===== src/rtl/uart_pkg.sv =====
// Shared UART types: FSM states, parity/stop encodings and the stop-length helper.
package uart_pkg;

  typedef enum logic [2:0] {
    IDLE,
    START,
    DATA,
    PARITY,
    STOP,
    BREAK
  } state_t;

  typedef enum logic [1:0] {
    PAR_NONE = 2'b00,
    PAR_EVEN = 2'b01,
    PAR_ODD  = 2'b10,
    PAR_RSVD = 2'b11   // behaves as no parity
  } parity_t;

  typedef enum logic [1:0] {
    STOP_1   = 2'b00,
    STOP_1P5 = 2'b01,
    STOP_2   = 2'b10,
    STOP_2X  = 2'b11   // behaves as two stop bits
  } stop_t;

  // Stop-bit length in baud ticks for a given stop mode.
  function automatic int unsigned stop_ticks(stop_t mode, int unsigned os);
    case (mode)
      STOP_1:   return os;
      STOP_1P5: return (3 * os) / 2;
      default:  return 2 * os;
    endcase
  endfunction

endpackage


===== src/rtl/uart_baud_gen.sv =====
// Baud tick divider: one tick every dvsr+1 clocks while enabled, counter parked at 0 otherwise.
module uart_baud_gen #(
  parameter int unsigned DVSR_W = 11
) (
  input  logic              clk,
  input  logic              rst_n,
  input  logic              en,
  input  logic [DVSR_W-1:0] dvsr,
  output logic              tick
);

  logic [DVSR_W-1:0] r_cnt;

  assign tick = en && (r_cnt == dvsr);

  // Count 0..dvsr and wrap; held at 0 when disabled so the first tick is a full period away.
  always_ff @(posedge clk) begin
    if (!rst_n || !en) begin
      r_cnt <= '0;
    end else if (r_cnt == dvsr) begin
      r_cnt <= '0;
    end else begin
      r_cnt <= r_cnt + 1'b1;
    end
  end

endmodule


===== src/rtl/uart_tx_cfg.sv =====
// Configurable UART transmitter with valid/ready input and registered serial output.
// Optional line-break generation is compiled in with UART_TX_BREAK_EN.
module uart_tx_cfg
  import uart_pkg::*;
#(
  parameter int unsigned DBIT       = 8,
  parameter int unsigned OVERSAMPLE = 16,
  parameter int unsigned DVSR_W     = 11
) (
  input  logic              clk,
  input  logic              rst_n,
`ifdef UART_TX_BREAK_EN
  input  logic              brk,
`endif
  input  logic [DVSR_W-1:0] dvsr,
  input  logic              tx_valid,
  output logic              tx_ready,
  input  logic [DBIT-1:0]   tx_data,
  input  logic [1:0]        parity_mode,
  input  logic [1:0]        stop_mode,
  output logic              tx,
  output logic              tx_busy,
  output logic              tx_done_tick
);

  localparam int unsigned SW = $clog2(2 * OVERSAMPLE);
  localparam int unsigned NW = $clog2(DBIT);

  state_t          r_state, w_state_n;
  logic [SW-1:0]   r_s, w_s_n;
  logic [NW-1:0]   r_n, w_n_n;
  logic [DBIT-1:0] r_shreg, w_shreg_n;
  logic [DBIT-1:0] r_data, w_data_n;
  parity_t         r_par, w_par_n;
  stop_t           r_stop, w_stop_n;
  logic            r_brk_stop, w_brk_stop_n;
  logic            r_tx, w_tx_n;
  logic            r_busy;
  logic            r_done, w_done_n;

  logic            w_tick;
  logic            w_baud_en;
  logic            w_par_bit;
  logic            w_bit_last;
  logic            w_stop_last;

  assign w_baud_en   = (r_state == START) || (r_state == DATA) ||
                       (r_state == PARITY) || (r_state == STOP);
  assign w_par_bit   = (r_par == PAR_EVEN) ? ^r_data : ~^r_data;
  assign w_bit_last  = (r_s == SW'(OVERSAMPLE - 1));
  assign w_stop_last = (r_s == SW'(stop_ticks(r_stop, OVERSAMPLE) - 1));

  uart_baud_gen #(
    .DVSR_W(DVSR_W)
  ) u_baud (
    .clk  (clk),
    .rst_n(rst_n),
    .en   (w_baud_en),
    .dvsr (dvsr),
    .tick (w_tick)
  );

  // Next-state, datapath and next-output computation.
  always_comb begin
    w_state_n    = r_state;
    w_s_n        = r_s;
    w_n_n        = r_n;
    w_shreg_n    = r_shreg;
    w_data_n     = r_data;
    w_par_n      = r_par;
    w_stop_n     = r_stop;
    w_brk_stop_n = r_brk_stop;
    w_done_n     = 1'b0;

    case (r_state)
      IDLE: begin
`ifdef UART_TX_BREAK_EN
        if (brk) begin
          w_state_n = BREAK;
        end else
`endif
        if (tx_valid) begin
          w_state_n    = START;
          w_s_n        = '0;
          w_shreg_n    = tx_data;
          w_data_n     = tx_data;
          w_par_n      = parity_t'(parity_mode);
          w_stop_n     = stop_t'(stop_mode);
          w_brk_stop_n = 1'b0;
        end
      end
      START: begin
        if (w_tick) begin
          if (w_bit_last) begin
            w_state_n = DATA;
            w_s_n     = '0;
            w_n_n     = '0;
          end else begin
            w_s_n = r_s + 1'b1;
          end
        end
      end
      DATA: begin
        if (w_tick) begin
          if (w_bit_last) begin
            w_s_n     = '0;
            w_shreg_n = r_shreg >> 1;
            if (r_n == NW'(DBIT - 1)) begin
              w_state_n = ((r_par == PAR_EVEN) || (r_par == PAR_ODD)) ? PARITY : STOP;
            end else begin
              w_n_n = r_n + 1'b1;
            end
          end else begin
            w_s_n = r_s + 1'b1;
          end
        end
      end
      PARITY: begin
        if (w_tick) begin
          if (w_bit_last) begin
            w_state_n = STOP;
            w_s_n     = '0;
          end else begin
            w_s_n = r_s + 1'b1;
          end
        end
      end
      STOP: begin
        if (w_tick) begin
          if (w_stop_last) begin
            w_state_n = IDLE;
            w_s_n     = '0;
            w_done_n  = !r_brk_stop;
          end else begin
            w_s_n = r_s + 1'b1;
          end
        end
      end
      BREAK: begin
`ifdef UART_TX_BREAK_EN
        // Leaving a break reuses STOP as a single stop bit with the done pulse suppressed.
        if (!brk) begin
          w_state_n    = STOP;
          w_s_n        = '0;
          w_stop_n     = STOP_1;
          w_brk_stop_n = 1'b1;
        end
`else
        w_state_n = IDLE;
`endif
      end
      default: w_state_n = IDLE;
    endcase

    // Pin value is derived from the next state so the registered output lines up with it.
    case (w_state_n)
      START:   w_tx_n = 1'b0;
      DATA:    w_tx_n = w_shreg_n[0];
      PARITY:  w_tx_n = w_par_bit;
      BREAK:   w_tx_n = 1'b0;
      default: w_tx_n = 1'b1;
    endcase
  end

  // State, datapath and registered output update.
  always_ff @(posedge clk) begin
    if (!rst_n) begin
      r_state    <= IDLE;
      r_s        <= '0;
      r_n        <= '0;
      r_shreg    <= '0;
      r_data     <= '0;
      r_par      <= PAR_NONE;
      r_stop     <= STOP_1;
      r_brk_stop <= 1'b0;
      r_tx       <= 1'b1;
      r_busy     <= 1'b0;
      r_done     <= 1'b0;
    end else begin
      r_state    <= w_state_n;
      r_s        <= w_s_n;
      r_n        <= w_n_n;
      r_shreg    <= w_shreg_n;
      r_data     <= w_data_n;
      r_par      <= w_par_n;
      r_stop     <= w_stop_n;
      r_brk_stop <= w_brk_stop_n;
      r_tx       <= w_tx_n;
      r_busy     <= (w_state_n != IDLE);
      r_done     <= w_done_n;
    end
  end

  assign tx_ready     = (r_state == IDLE);
  assign tx           = r_tx;
  assign tx_busy      = r_busy;
  assign tx_done_tick = r_done;

endmodule


===== config.mk =====
export PLATFORM = sky130hd
export DESIGN_NAME = uart_tx_cfg
export DESIGN_NICKNAME = d
export VERILOG_FILES = /design/src/rtl/uart_pkg.sv /design/src/rtl/uart_baud_gen.sv /design/src/rtl/uart_tx_cfg.sv
export SDC_FILE = /design/constraint.sdc
export NUM_CORES = 1
export LEC_CHECK = 0
export CORE_MARGIN = 2
export CORE_UTILIZATION = 40
export DETAILED_ROUTE_END_ITERATION = 10
export PLACE_DENSITY = 0.69
export REMOVE_ABC_BUFFERS = 1
export SYNTH_ARGS = -nofsm -noshare
export SYNTH_HDL_FRONTEND = slang
export SYNTH_SLANG_ARGS = --single-unit

===== constraint.sdc =====
create_clock -name clk -period 7 [get_ports clk]
set_input_delay 1.4 -clock clk [delete_from_list [all_inputs] [get_ports clk]]
set_output_delay 1.4 -clock clk [all_outputs]
set_load 0.03 [all_outputs]

==> summary.txt <==
Setup path
  • Critical path cell sequence: clkdlybuf4s50_1 > xor2_1 > or4b_4 > nor4_2 > nor2_1 > o41ai_1 > nand3_1
  • Worst Path Buf+Inv: 1
  • Worst-path maximum fanout: 8
  • Slowest CP cell: nor4_2
  • Worst r2r path cells: 8
  • WS Path Type: in2reg
  • Peak per-stage delay on the critical path: 0.68 ns
  • CP arrival: 3.88 ns
  • Worst Setup Start Kind: primary input
  • Worst Path Required: 7.18 ns
  • Critical path endpoint category: flip-flop
  • CP delay by family, top: simple AND/OR/NAND/NOR gates
  • Critical Path Stages: 7

Synth
  • Synth Area per Inst: 8.235 sq um
  • Area of the mapped netlist: 2166 sq um
  • Synthesis warning total: 0
  • Synth top area share: 41.59%
  • Synth area leader: dfxtp_1
  • Synth top area cells: dfxtp_1, nand2_1, xnor2_1
  • Register area share after synthesis: 41.59%
  • Mapped Cells: 263
  • Count of cell types in the netlist: 38
  • Top_reg_cell synth: dfxtp_1
  • Post-synth EDFFs: 0
  • Register bit total from synthesis: 45
  • FFs w/ async S/R, synth: 0%

CTS
  • Clk sinks: 45
  • CTS Buf Count: 5
  • CTS Buffer Depth: 2
  • CTS tree: yes
  • Post-cts sizing count: 0
  • CTS clk-pin slew, worst paths: 0.09 ns
  • H-tree levels: 2
  • Clock Latency Late Sink: 0.30 ns
  • Hold Buf Count CTS: 0
  • Post-CTS Setup Bufs: 0
  • CTS root buf: clkbuf_8

STA
  • Final hold viol count: 0
  • Max frequency: 270.4 MHz
  • Final setup TNS: 0 ns
  • Max Transition Viols Final: 0
  • RSZ-0062 raised after global routing: no
  • Post-route minimum period: 3.698 ns
  • Skew final: 0.005732 ns
  • Max-slew headroom: 36.66%
  • Worst-margin pin slew: 0.9490 ns
  • Period utilization: 52.83%
  • Worst hold slack: 0.4591 ns
  • Final Setup Violations: 0

Route
  • DRC viols: 0
  • DR vias: 1894
  • WL final: 4470 microns
  • DR WL/cell: 12.31 microns
  • Initial DRC count: 131
  • Vias per cell: 5.218
  • 1st-pass router iterations: 4
  • Routed Antenna Nets: 0

Floorplan
  • IO Count: 30
  • Initial Util: 41.87%
  • Die height: 77.59 microns
  • Die area: 6019 sq um
  • Die extent in x: 77.59 microns
  • Row Count: 26
  • Core ar.: 5172 sq um

Global routing
  • Global-route wire length before repair: 7955 microns
  • Initial antenna violation count: 0
  • Tot GR Track Use: 16.45%
  • Pin count of the biggest net entering global routing: 32
  • Congestion Overflow GR: 0
  • Vias in the first global route: 1778

Pwr
  • Pwr Density: 213.8 nW/um^2
  • Worst VDD drop: 0.0001030 V
  • Leakage: 0.9447 nW

Status
  • Outcome: finished, final reports clean

Cells and area
  • Layout cells sized above 1: 3.413%
  • Antenna cell count: 0
  • Final nets: 325
  • P&R area growth vs syn: 22.59%

Place
  • Port bufs: 29
  • Routability cong.: 0.7743
  • Post-DP HPWL: 3260 microns

Flow run
  • Max Cap Viol: 0

Min path
  • Hold depth: 2
  • Min-delay worst type: reg2reg
[through the flow]
| stage | utilization (%) | cell area (sq um) | std cells | setup WS, ns | power, mW |
|---|---|---|---|---|---|
| final | 51.33 | 2655 | 363 | 3.302 | 0.5676 |
| after global routing | 51.33 | 2655 | 363 | 2.999 | 0.5938 |
| after CTS | 51.33 | 2655 | 363 | 3.297 | 0.5754 |
| after detailed placement | 48.67 | 2517 | 355 | 3.007 | 0.3400 |
| after global placement | 48.67 | 2517 | 355 | 3.062 | 0.3393 |
| after floorplan | - | 2140 | 256 | 3.609 | 0.3124 |
[area by class of cell]
class / count / area (sq um)
Clock buffer: 5 / 68.82
Multi-Input combinational cell: 202 / 1205
Fill cell: 498 / 2517
Clock inverter: 3 / 68.82
Timing Repair Buffer: 29 / 290.3
Inverter: 9 / 33.78
Tap cell: 70 / 87.58
Sequential cell: 45 / 900.9
[cells by family after synthesis]
kind of cell             synth area share [%]
AO/OA/AOI/OAI                           13.35
XOR/XNOR                                10.92
adder cells (fa/ha/maj)                 4.044
buffers and inverters                   2.773
flip-flops                              41.59
multiplexers                           0.9244
AND/OR/NAND/NOR                         26.40
[power by group]
group          leakage [nW]  total [mW]  switching, mW  internal (mW)
sequential            0.367       0.271        0.00605          0.264
combinational         0.509      0.0630         0.0312         0.0318
clock                0.0687       0.234         0.0905          0.144
total                 0.945       0.568          0.128          0.440
[metal layers]
metal	GRT usage, %	wire [microns]
met5	0	0
met4	7.321	85
met3	3.605	116
met2	26.55	2140
met1	21.00	2128
[worst min-delay path, cell delays in order (launching register included)]
cell and delay (ns):
dfxtp_1 0.32, nand2_1 0.05, a21oi_1 0.05
[registers in the layout (all words and copies together) (netlist names)]
name          count
tx_busy           1
r_shreg           8
tx_done_tick      1
u_baud.r_cnt     11
r_s               5
tx                1
r_stop            2
r_n               3
r_state           3
r_par             2
r_data            8
[cell usage after synthesis, types with 3 or more instances]
cell	instances
nand2_1	51
o21ai_0	4
nor3_1	7
xor2_1	11
and3_1	6
clkbuf_1	7
or3_1	5
dfxtp_1	45
ha_1	7
a21oi_1	24
nor2_1	19
xnor2_1	16
nand4_1	3
nand3_1	14
inv_1	9
a31oi_1	6
[cells in the final DEF (no fill, tap or decap), types with 2 or more instances in the layout]
master           instances
a31oi_1                  6
nor2b_1                  2
nand3_1                 14
nand4_1                  3
inv_1                    9
ha_1                     7
or3_1                    5
nor3_1                   7
and3_1                   6
a41oi_1                  2
mux2i_1                  2
a21oi_1                 24
o21ai_0                  4
nand3b_1                 2
clkdlybuf4s50_1         29
xnor2_1                 16
and4_1                   2
xor2_1                  11
nand2_1                 51
dfxtp_1                 45
bufinv_16                2
nor2_1                  19
clkbuf_8                 5
nor4_1                   2
a211oi_1                 2
[worst paths after layout]
check / from / endpoint / slack, ns
setup / recovery: dvsr[4] / tx / 3.30
hold / removal: r_par[1] / r_par[1] / 0.46
setup reg to reg: r_s[0] / tx / 4.38
hold reg to reg: r_par[1] / r_par[1] / 0.46
Note: power is estimated with default switching activity, not from simulation.
